`config.mk`:
```
export PLATFORM = sky130hd
export DESIGN_NAME = cmd_dispatch
export DESIGN_NICKNAME = d
export VERILOG_FILES = /design/src/rtl/cmd_dispatch.sv
export SDC_FILE = /design/constraint.sdc
export NUM_CORES = 1
export LEC_CHECK = 0
export BUFFER_PORTS_ARGS = -buffer_cell sky130_fd_sc_hd__buf_2
export CAP_MARGIN = 15
export CORE_MARGIN = 10
export CORE_UTILIZATION = 40
export DETAILED_ROUTE_END_ITERATION = 7
export PLACE_DENSITY = 0.72
export RECOVER_POWER = 50
export SYNTH_ARGS = -nofsm -noshare
export SYNTH_HDL_FRONTEND = slang
export SYNTH_SLANG_ARGS = --single-unit
```
`constraint.sdc`:
```
create_clock -name clk -period 5.45 [get_ports clk]
set_clock_uncertainty 0.15 [all_clocks]
set_input_delay 0 -clock clk [delete_from_list [all_inputs] [get_ports clk]]
set_output_delay 0 -clock clk [all_outputs]
set_load 0.02 [all_outputs]
```
`src/rtl/cmd_dispatch.sv`:
```
// Device-side command responder: assembles 3-byte host frames, executes them against
// the config registers and the pot/EEPROM/dump ports, and returns one response byte.
module cmd_dispatch #(
  parameter logic [19:0] TIMEOUT = 20'hFFFFF
) (
  input  logic       clk,
  input  logic       rst,
  input  logic [7:0] rx_data,
  input  logic       rx_rdy,
  output logic       clr_rx_rdy,
  output logic [7:0] tx_data,
  output logic       trmt,
  input  logic       tx_done,
  output logic       pot_wrt,
  output logic [1:0] pot_sel,
  output logic [7:0] pot_val,
  input  logic       pot_done,
  output logic       eep_wrt,
  output logic       eep_rd,
  output logic [5:0] eep_addr,
  output logic [7:0] eep_wdata,
  input  logic [7:0] eep_rdata,
  input  logic       eep_done,
  output logic       dump_start,
  output logic [1:0] dump_ch,
  input  logic [7:0] dump_byte,
  input  logic       dump_vld,
  output logic       dump_sent,
  input  logic       dump_end,
  input  logic       capt_done,
  output logic [2:0] gain1,
  output logic [2:0] gain2,
  output logic [2:0] gain3,
  output logic [7:0] trig_lvl,
  output logic [8:0] trig_pos,
  output logic [3:0] decimator,
  output logic [5:0] trig_cfg
);

  typedef enum logic [3:0] {
    BYTE1, BYTE2, BYTE3, EXEC, POT_WAIT, EEP_WAIT, DMP_WAIT, DMP_TX, RESP
  } state_t;

  localparam logic [7:0] OP_DUMP = 8'h01;
  localparam logic [7:0] OP_GAIN = 8'h02;
  localparam logic [7:0] OP_LVL  = 8'h03;
  localparam logic [7:0] OP_POS  = 8'h04;
  localparam logic [7:0] OP_DEC  = 8'h05;
  localparam logic [7:0] OP_CFG  = 8'h06;
  localparam logic [7:0] OP_RD   = 8'h07;
  localparam logic [7:0] OP_EWR  = 8'h08;
  localparam logic [7:0] OP_ERD  = 8'h09;
  localparam logic [7:0] ACK     = 8'hA5;
  localparam logic [7:0] NACK    = 8'hEE;

  state_t      state, state_nxt;
  logic [7:0]  op, arg3;
  logic [5:0]  arg2;
  logic [19:0] tmr;
  logic        end_pend;
  logic        in_frame, accept, tmr_hit, lvl_ok;
  logic [7:0]  lut_val, tx_nxt;
  logic        trmt_nxt, pot_wrt_nxt, eep_wrt_nxt, eep_rd_nxt;
  logic        dump_start_nxt, dump_sent_nxt;

  assign in_frame = (state == BYTE1) || (state == BYTE2) || (state == BYTE3);
  // The UART drops rx_rdy only after seeing clr_rx_rdy, so skip the cycle it is still stale.
  assign accept   = in_frame && rx_rdy && !clr_rx_rdy;
  assign tmr_hit  = (tmr == TIMEOUT);
  assign lvl_ok   = (arg3 >= 8'd46) && (arg3 <= 8'd201);

  always_comb begin
    unique case (arg2[4:2])
      3'd0: lut_val = 8'h02;
      3'd1: lut_val = 8'h05;
      3'd2: lut_val = 8'h09;
      3'd3: lut_val = 8'h0F;
      3'd4: lut_val = 8'h1C;
      3'd5: lut_val = 8'h2E;
      3'd6: lut_val = 8'h47;
      default: lut_val = 8'h57;
    endcase
  end

  always_comb begin
    // NOTE: every output of this block gets a default first, so no path can infer a latch.
    state_nxt      = state;
    tx_nxt         = tx_data;
    trmt_nxt       = 1'b0;
    pot_wrt_nxt    = 1'b0;
    eep_wrt_nxt    = 1'b0;
    eep_rd_nxt     = 1'b0;
    dump_start_nxt = 1'b0;
    dump_sent_nxt  = 1'b0;
    unique case (state)
      BYTE1: if (accept) state_nxt = BYTE2;
      BYTE2: if (accept) state_nxt = BYTE3; else if (tmr_hit) state_nxt = BYTE1;
      BYTE3: if (accept) state_nxt = EXEC;  else if (tmr_hit) state_nxt = BYTE1;
      EXEC: begin
        state_nxt = RESP;
        trmt_nxt  = 1'b1;
        tx_nxt    = ACK;
        case (op)
          OP_DUMP: begin
            if (arg2[1:0] == 2'd3) tx_nxt = NACK;
            else begin
              trmt_nxt       = 1'b0;
              dump_start_nxt = 1'b1;
              state_nxt      = DMP_WAIT;
            end
          end
          OP_GAIN: begin
            if (arg2[1:0] == 2'd3) tx_nxt = NACK;
            else begin
              trmt_nxt    = 1'b0;
              pot_wrt_nxt = 1'b1;
              state_nxt   = POT_WAIT;
            end
          end
          OP_LVL: begin
            if (!lvl_ok) tx_nxt = NACK;
            else begin
              trmt_nxt    = 1'b0;
              pot_wrt_nxt = 1'b1;
              state_nxt   = POT_WAIT;
            end
          end
          OP_POS, OP_DEC, OP_CFG: tx_nxt = ACK;
          OP_RD: tx_nxt = {2'b00, trig_cfg};
          OP_EWR: begin
            trmt_nxt    = 1'b0;
            eep_wrt_nxt = 1'b1;
            state_nxt   = EEP_WAIT;
          end
          OP_ERD: begin
            trmt_nxt   = 1'b0;
            eep_rd_nxt = 1'b1;
            state_nxt  = EEP_WAIT;
          end
          default: tx_nxt = NACK;
        endcase
      end
      POT_WAIT: if (pot_done) begin
        trmt_nxt  = 1'b1;
        tx_nxt    = ACK;
        state_nxt = RESP;
      end
      EEP_WAIT: if (eep_done) begin
        trmt_nxt  = 1'b1;
        tx_nxt    = (op == OP_ERD) ? eep_rdata : ACK;
        state_nxt = RESP;
      end
      DMP_WAIT: begin
        // dump_vld may still be high in the cycle dump_sent acknowledges the previous byte.
        if (dump_vld && !dump_sent) begin
          trmt_nxt  = 1'b1;
          tx_nxt    = dump_byte;
          state_nxt = DMP_TX;
        end else if (dump_end) begin
          state_nxt = BYTE1;
        end
      end
      DMP_TX: if (tx_done) begin
        dump_sent_nxt = 1'b1;
        state_nxt     = end_pend ? BYTE1 : DMP_WAIT;
      end
      RESP: if (tx_done) state_nxt = BYTE1;
      default: state_nxt = BYTE1;
    endcase
  end

  always_ff @(posedge clk) begin
    if (rst) begin
      state      <= BYTE1;
      op         <= 8'h00;
      arg2       <= 6'h00;
      arg3       <= 8'h00;
      tmr        <= 20'h0;
      end_pend   <= 1'b0;
      clr_rx_rdy <= 1'b0;
      tx_data    <= 8'h00;
      trmt       <= 1'b0;
      pot_wrt    <= 1'b0;
      eep_wrt    <= 1'b0;
      eep_rd     <= 1'b0;
      dump_start <= 1'b0;
      dump_sent  <= 1'b0;
      pot_sel    <= 2'd0;
      pot_val    <= 8'h00;
      eep_addr   <= 6'h00;
      eep_wdata  <= 8'h00;
      dump_ch    <= 2'd0;
      gain1      <= 3'd0;
      gain2      <= 3'd0;
      gain3      <= 3'd0;
      trig_lvl   <= 8'h80;
      trig_pos   <= 9'h000;
      decimator  <= 4'h0;
      trig_cfg   <= 6'h00;
    end else begin
      // NOTE: state is updated with non-blocking assignments so every register samples pre-edge values.
      state      <= state_nxt;
      clr_rx_rdy <= accept;
      tx_data    <= tx_nxt;
      trmt       <= trmt_nxt;
      pot_wrt    <= pot_wrt_nxt;
      eep_wrt    <= eep_wrt_nxt;
      eep_rd     <= eep_rd_nxt;
      dump_start <= dump_start_nxt;
      dump_sent  <= dump_sent_nxt;

      if (accept) begin
        case (state)
          BYTE1:   op   <= rx_data;
          BYTE2:   arg2 <= rx_data[5:0];
          default: arg3 <= rx_data;
        endcase
      end

      if (accept || !(state == BYTE2 || state == BYTE3)) tmr <= 20'h0;
      else if (!tmr_hit) tmr <= tmr + 20'd1;

      if (state == DMP_WAIT && dump_vld && !dump_sent) end_pend <= dump_end;

      if (pot_wrt_nxt) begin
        if (op == OP_LVL) begin
          pot_sel  <= 2'd3;
          pot_val  <= arg3;
          trig_lvl <= arg3;
        end else begin
          pot_sel <= arg2[1:0];
          pot_val <= lut_val;
          case (arg2[1:0])
            2'd0:    gain1 <= arg2[4:2];
            2'd1:    gain2 <= arg2[4:2];
            default: gain3 <= arg2[4:2];
          endcase
        end
      end

      if (eep_wrt_nxt || eep_rd_nxt) eep_addr <= arg2;
      if (eep_wrt_nxt) eep_wdata <= arg3;
      if (dump_start_nxt) dump_ch <= arg2[1:0];

      if (state == EXEC && op == OP_POS) trig_pos  <= {arg2[0], arg3};
      if (state == EXEC && op == OP_DEC) decimator <= arg3[3:0];
      // A host write to trig_cfg wins over a coincident capt_done.
      if (state == EXEC && op == OP_CFG) trig_cfg <= arg2;
      else if (capt_done) trig_cfg[5] <= 1'b1;
    end
  end

endmodule

```
==> results of run 1 <==
## cell usage in the layout (no fill, tap or decap), drive strengths merged, types with 4 or more instances in the layout
cell type    count
a2111oi         11
a211oi           8
a21oi           61
a31oi            6
and3             4
buf             33
clkbuf         104
clkinv           4
dfxtp          124
dlygate4sd3     23
inv              7
mux2i           45
nand2           76
nand2b          10
nand3           30
nand4            7
nand4b           4
nor2            81
nor2b            5
nor3            16
nor4             8
o21ai           21
o31a             5
or3              7
xnor2           10
xor2             4
## registers in the layout, indices dropped and copies added, names as in the netlist, 4 cells and up
register	count
state	4
op	8
tmr	20
trig_cfg	6
trig_pos	9
pot_val	8
arg2	6
tx_data	8
decimator	4
trig_lvl	8
eep_wdata	8
arg3	8
eep_addr	6
## layout make-up
class	instances	area [um^2]	share of cell area
Timing Repair Buffer	135	696.9	0.09948
Clock inverter	7	110.1	0.01572
Inverter	7	26.28	0.003751
Multi-Input combinational cell	480	2969	0.4238
Tap cell	180	225.2	0.03215
Clock buffer	25	495.5	0.07073
Sequential cell	124	2482	0.3543
## metal layers
| layer | global-route usage | part of all wire | up-vias |
|---|---|---|---|
| met5 | 0 | 0 | - |
| met4 | 0.04942 | 0.014 | 0 |
| met3 | 0.05822 | 0.067 | 21 |
| met2 | 0.2628 | 0.47 | 190 |
| met1 | 0.2037 | 0.45 | 2518 |
| li1 | - | - | 2585 |
## path summary, 6_finish.rpt
check                              endpoint  slack (ps)  cells after the start
setup reg to reg    tx_data[6]$_SDFFE_PP0P_        2130                      6
hold reg to reg   decimator[2]$_SDFFE_PP0P_         300                      2
setup / recovery    tx_data[6]$_SDFFE_PP0P_        2130                      6
hold / removal        end_pend$_SDFFE_PP0P_          30                      2
## cells by family (layout without fill, tap and decap cells)
family,count (synthesis),after routing,synth area share
AOI/OAI and AO/OA,143,143,0.1697
buffers and inverters,52,174,0.03757
and+or+nand+nor,275,275,0.2466
adders and majority gates,2,2,0.004419
DFF,124,124,0.4385
muxes,46,46,0.08155
xor gates and xnor gates,14,14,0.02166
## power by group
| part | switching [W] | leakage (nW) | total [W] | internal (W) |
|---|---|---|---|---|
| clock network | 0.000393 | 0.301 | 0.00116 | 0.000765 |
| logic | 0.000127 | 1.16 | 0.000204 | 0.0000768 |
| registers | 0.0000457 | 1.00 | 0.000973 | 0.000927 |
## what timing repair did
action	4_1_cts	5_1_grt
hold endpoints to repair	34	0
endpoints found under the setup margin	0	0
hold buffers	23	0
## metrics by stage
step | util | cells
2_1_floorplan | - | 656
4_1_cts | 0.5129 | 958
3_5_place_dp | 0.4527 | 903
6_report | 0.5047 | 958
3_3_place_gp | 0.4527 | 903
5_1_grt | 0.5047 | 958
==> impl_metrics.ini, run 1 <==
[run_status]
status = finished clean

[synth]
synth_top_area_share = 0.4385
synth_edf_count = 0
async_flop_share = 0
ys_top_cells_by_area = dfxtp_1 (44%), mux2i_1 (8.0%), a21oi_1 (5.4%)
syn_area_per_cell_um2 = 8.631
synth_common_cells = dfxtp_1 (124), nor2_1 (81), nand2_1 (75)
syn_inst = 656
synth-seq-area-share = 0.4385
netlist_area_um2 = 5662
synth.distinct_cells = 67
synth-main-ff-cell = dfxtp_1
synth_top_area_cell = dfxtp_1
ys_ff_latch = 124
yosys_warnings = 0
syn_nets = 691
synth.most_common_cell = dfxtp_1

[critical_path]
cp_max_fo = 24
cp_slowest_cell = clkbuf_1
crit_path_cell_trace = nand4bb_1 > clkbuf_1 > a221o_1 > a221oi_1 > dlygate4sd3_1 > a211oi_1
start_kind = flip-flop
crit_type = reg -> reg
critPathMaxStageDelay_ps = 810
worstPathArrival_ps = 3480
startpoint = state[3]$_SDFFE_PP0P_
cp_top_family = buffers and inverters
crit-reg2reg-launch = state[3]$_SDFFE_PP0P_
cp-end-kind = flip-flop
crit_required_ps = 5610
path_buf_inv = 2

[placed_design]
portBuffers = 109
place_congestion = 0.8317
placed_area_um2 = 6284
place_ws_ps = 2603
dp_hpwl_mm = 11.39

[final_layout]
syn2layout_area_growth_pct = 23.73
final_cell_area_um2 = 7005
n_fill_cell = 1374
insertedDiodeCount = 0
fin_nets = 800
layout-drive-gt1-share = 0.1054

[die]
fp.dieArea_um2 = 19310
die_w_um = 139.0
rows = 43
core_um2 = 13880
start_util = 0.4079
dieHeight_um = 139.0
ios = 110

[clock_tree]
ctsResizeCount = 0
cts_max_level = 4
clk_pin_slew_worst_paths_ps = 50
root_buffer = clkbuf_16
clock_path_buffers = 2
cts_tree = built
clock-sinks = 124
numCtsBuffers = 17
clk-insertion-delay-late_ps = 420
cts_setup_buffers = 0

[global_route]
grt_usage = 0.1648
antenna_found_initial = 0
grt_pass1_vias = 5148
grt_first_pass_wirelength_mm = 26.79
grt_max_degree = 107
overflow = 0

[power]
vdd_drop_max_mv = 0.1934
p_leak_nw = 2.464
power.density_nw_per_um2 = 333.2
totalPowerFinal_w = 0.002334

[detailed_routing]
detail-route-antenna-nets = 0
vias = 5314
drc = 0
wl_per_cell_um = 17.16
wl_mm = 16.44
dr.pass1.iters = 5
via_per_inst = 5.547
drt_iter0_drc = 427

[sta]
fmax_mhz = 301.3
fin_crit_sh = 0.6090
slew_violations = 0
worst_pin_slew_ps = 1132
slew_headroom = 0.2452
hold_violations = 0
holdWs_ps = 29.13
setup_viol = 0
setup_tns_ps = 0
min_period_ps = 3319
fin_ws_ps = 2131
rsz0062_at_grt = no

[min_path]
hold_class = in -> reg
hp-start = rst

[job]
max_cap_violations = 0
Note: power is estimated with default switching activity, not from simulation.
==> run 2, diff against run 1 <==
Clock period 5.45 ns to 3.1 ns, I/O delays scaled along.
==> impl_metrics.ini, run 2 (same netlist as run 1, synthesis figures left out) <==
[sta]
hold_violations = 0
setup_tns_ps = 0
min_period_ps = 2916
slew_headroom = 0.1732
fmax_mhz = 342.9
fin_ws_ps = 183.6
setup_viol = 0
slew_violations = 0
fin_crit_sh = 0.9408
rsz0062_at_grt = no
worst_pin_slew_ps = 1240

[clock_tree]
numCtsBuffers = 17
clk_pin_slew_worst_paths_ps = 60
cts_tree = built
clock_path_buffers = 2
root_buffer = clkbuf_16
clk-insertion-delay-late_ps = 420
clock-sinks = 124
cts_max_level = 4

[critical_path]
critPathMaxStageDelay_ps = 760
cp-end-kind = flip-flop
cp_max_fo = 10
crit_type = reg -> reg
cp_top_family = compound AO/OA/AOI/OAI gates
worstPathArrival_ps = 3050
path_buf_inv = 1
crit_path_cell_trace = nand4bb_1 > a221oi_2 > o311a_1 > dlygate4sd3_1 > a211oi_1
start_kind = flip-flop
cp_slowest_cell = a221oi_2
crit_required_ps = 3230

[detailed_routing]
detail-route-antenna-nets = 0
via_per_inst = 5.506
vias = 5368
wl_per_cell_um = 17.17
wl_mm = 16.74
dr.pass1.iters = 5
drc = 0
drt_iter0_drc = 435

[final_layout]
n_fill_cell = 1330
regMostFlops = tmr
syn2layout_area_growth_pct = 25.92
layout_common_cells = dfxtp_1 (122), nor2_1 (81), clkbuf_1 (80)
fin_nets = 816
largest_reg_flops = 20
layout-drive-gt1-share = 0.1247
final_cell_area_um2 = 7129
layout_commonest_cell = dfxtp_1
reg.largest.list = tmr x20, trig_pos x9

[placed_design]
portBuffers = 109
place_ws_ps = 450.6
dp_hpwl_mm = 11.48
place_congestion = 0.8671
placed_area_um2 = 6374

[job]
max_cap_violations = 0

[die]
die_w_um = 139.0
rows = 43
ios = 110
fp.dieArea_um2 = 19310
core_um2 = 13880
start_util = 0.4079
dieHeight_um = 139.0

[run_status]
status = finished clean

[global_route]
overflow = 0
antenna_found_initial = 1
grt_max_degree = 63
grt_pass1_vias = 5200
grt_usage = 0.1681
grt_first_pass_wirelength_mm = 27.08

[power]
vdd_drop_max_mv = 0.4181
p_leak_nw = 2.535
power.density_nw_per_um2 = 572.8

[min_path]
hold_class = in -> reg
[run 2: changes by cell type in the layout (fill, tap and decap cells not counted), moves of 2 or more]
cell	before	now
buf_4	2	13
clkbuf_1	83	80
clkbuf_8	4	2
clkinv_2	4	2
clkinv_4	0	2
clkinvlp_4	0	3
dfxtp_1	124	122
dfxtp_2	0	2
dlygate4sd3_1	23	27
inv_6	0	3
[run 2: repair_timing]
action	in CTS	in global routing
resized for setup	0	3
hold buffers	27	0
hold endpoints to repair	65	0
endpoints found under the setup margin	0	3
buffers inserted	0	0
[run 2: stage by stage]
step	hold WS (ps)	util	cells	power, W
6_report	18.84	0.5136	975	0.004084
5_1_grt	39.87	0.5136	975	0.004223
4_1_cts	9.474	0.5214	974	0.004103
3_5_place_dp	134.1	0.4592	915	0.002102
3_3_place_gp	118.5	0.4592	915	0.002099
2_1_floorplan	-6.057	-	656	0.001981
[run 2: path summary, 6_finish.rpt]
path                                    to                     start  cells past startpoint  slack [ps]
setup / recovery   tx_data[0]$_SDFFE_PP0P_     state[0]$_SDFFE_PP0P_                      5         180
hold / removal     tx_data[5]$_SDFFE_PP0P_              dump_byte[5]                      4          20
setup reg to reg   tx_data[0]$_SDFFE_PP0P_     state[0]$_SDFFE_PP0P_                      5         180
hold reg to reg   trig_pos[7]$_SDFFE_PP0P_  trig_pos[7]$_SDFFE_PP0P_                      2         300
[run 2: worst min-delay path, cell delays in order]
cell,delay [ps]
buf_2,80
a2111oi_0,80
a211o_1,260
a21oi_1,130
[run 2: where the power goes]
group          internal (W)  switching, W  total [W]  leakage, nW
Clock               0.00123      0.000751    0.00198        0.283
Sequential          0.00163     0.0000702    0.00170         1.00
Combinational      0.000157      0.000244   0.000401         1.25
Total               0.00302       0.00107    0.00408         2.54
[run 2: area by class of cell]
class	instances	area, um^2	share of cell area
Clock inverter	12	136.4	0.01913
Clock buffer	20	456.7	0.06406
Antenna cell	1	2.502	0.0003510
Inverter	7	26.28	0.003686
Multi-Input combinational cell	480	2973	0.4170
Sequential cell	124	2485	0.3485
Tap cell	180	225.2	0.03159
Timing Repair Buffer	151	824.5	0.1157
[run 2: metal layers]
metal	vias to the layer above	GRT usage	wire length [um]
met2	196	0.2743	7981
met5	-	0	0
met1	2532	0.2032	7315
met3	20	0.05479	1220
li1	2620	-	-
met4	0	0.05601	220
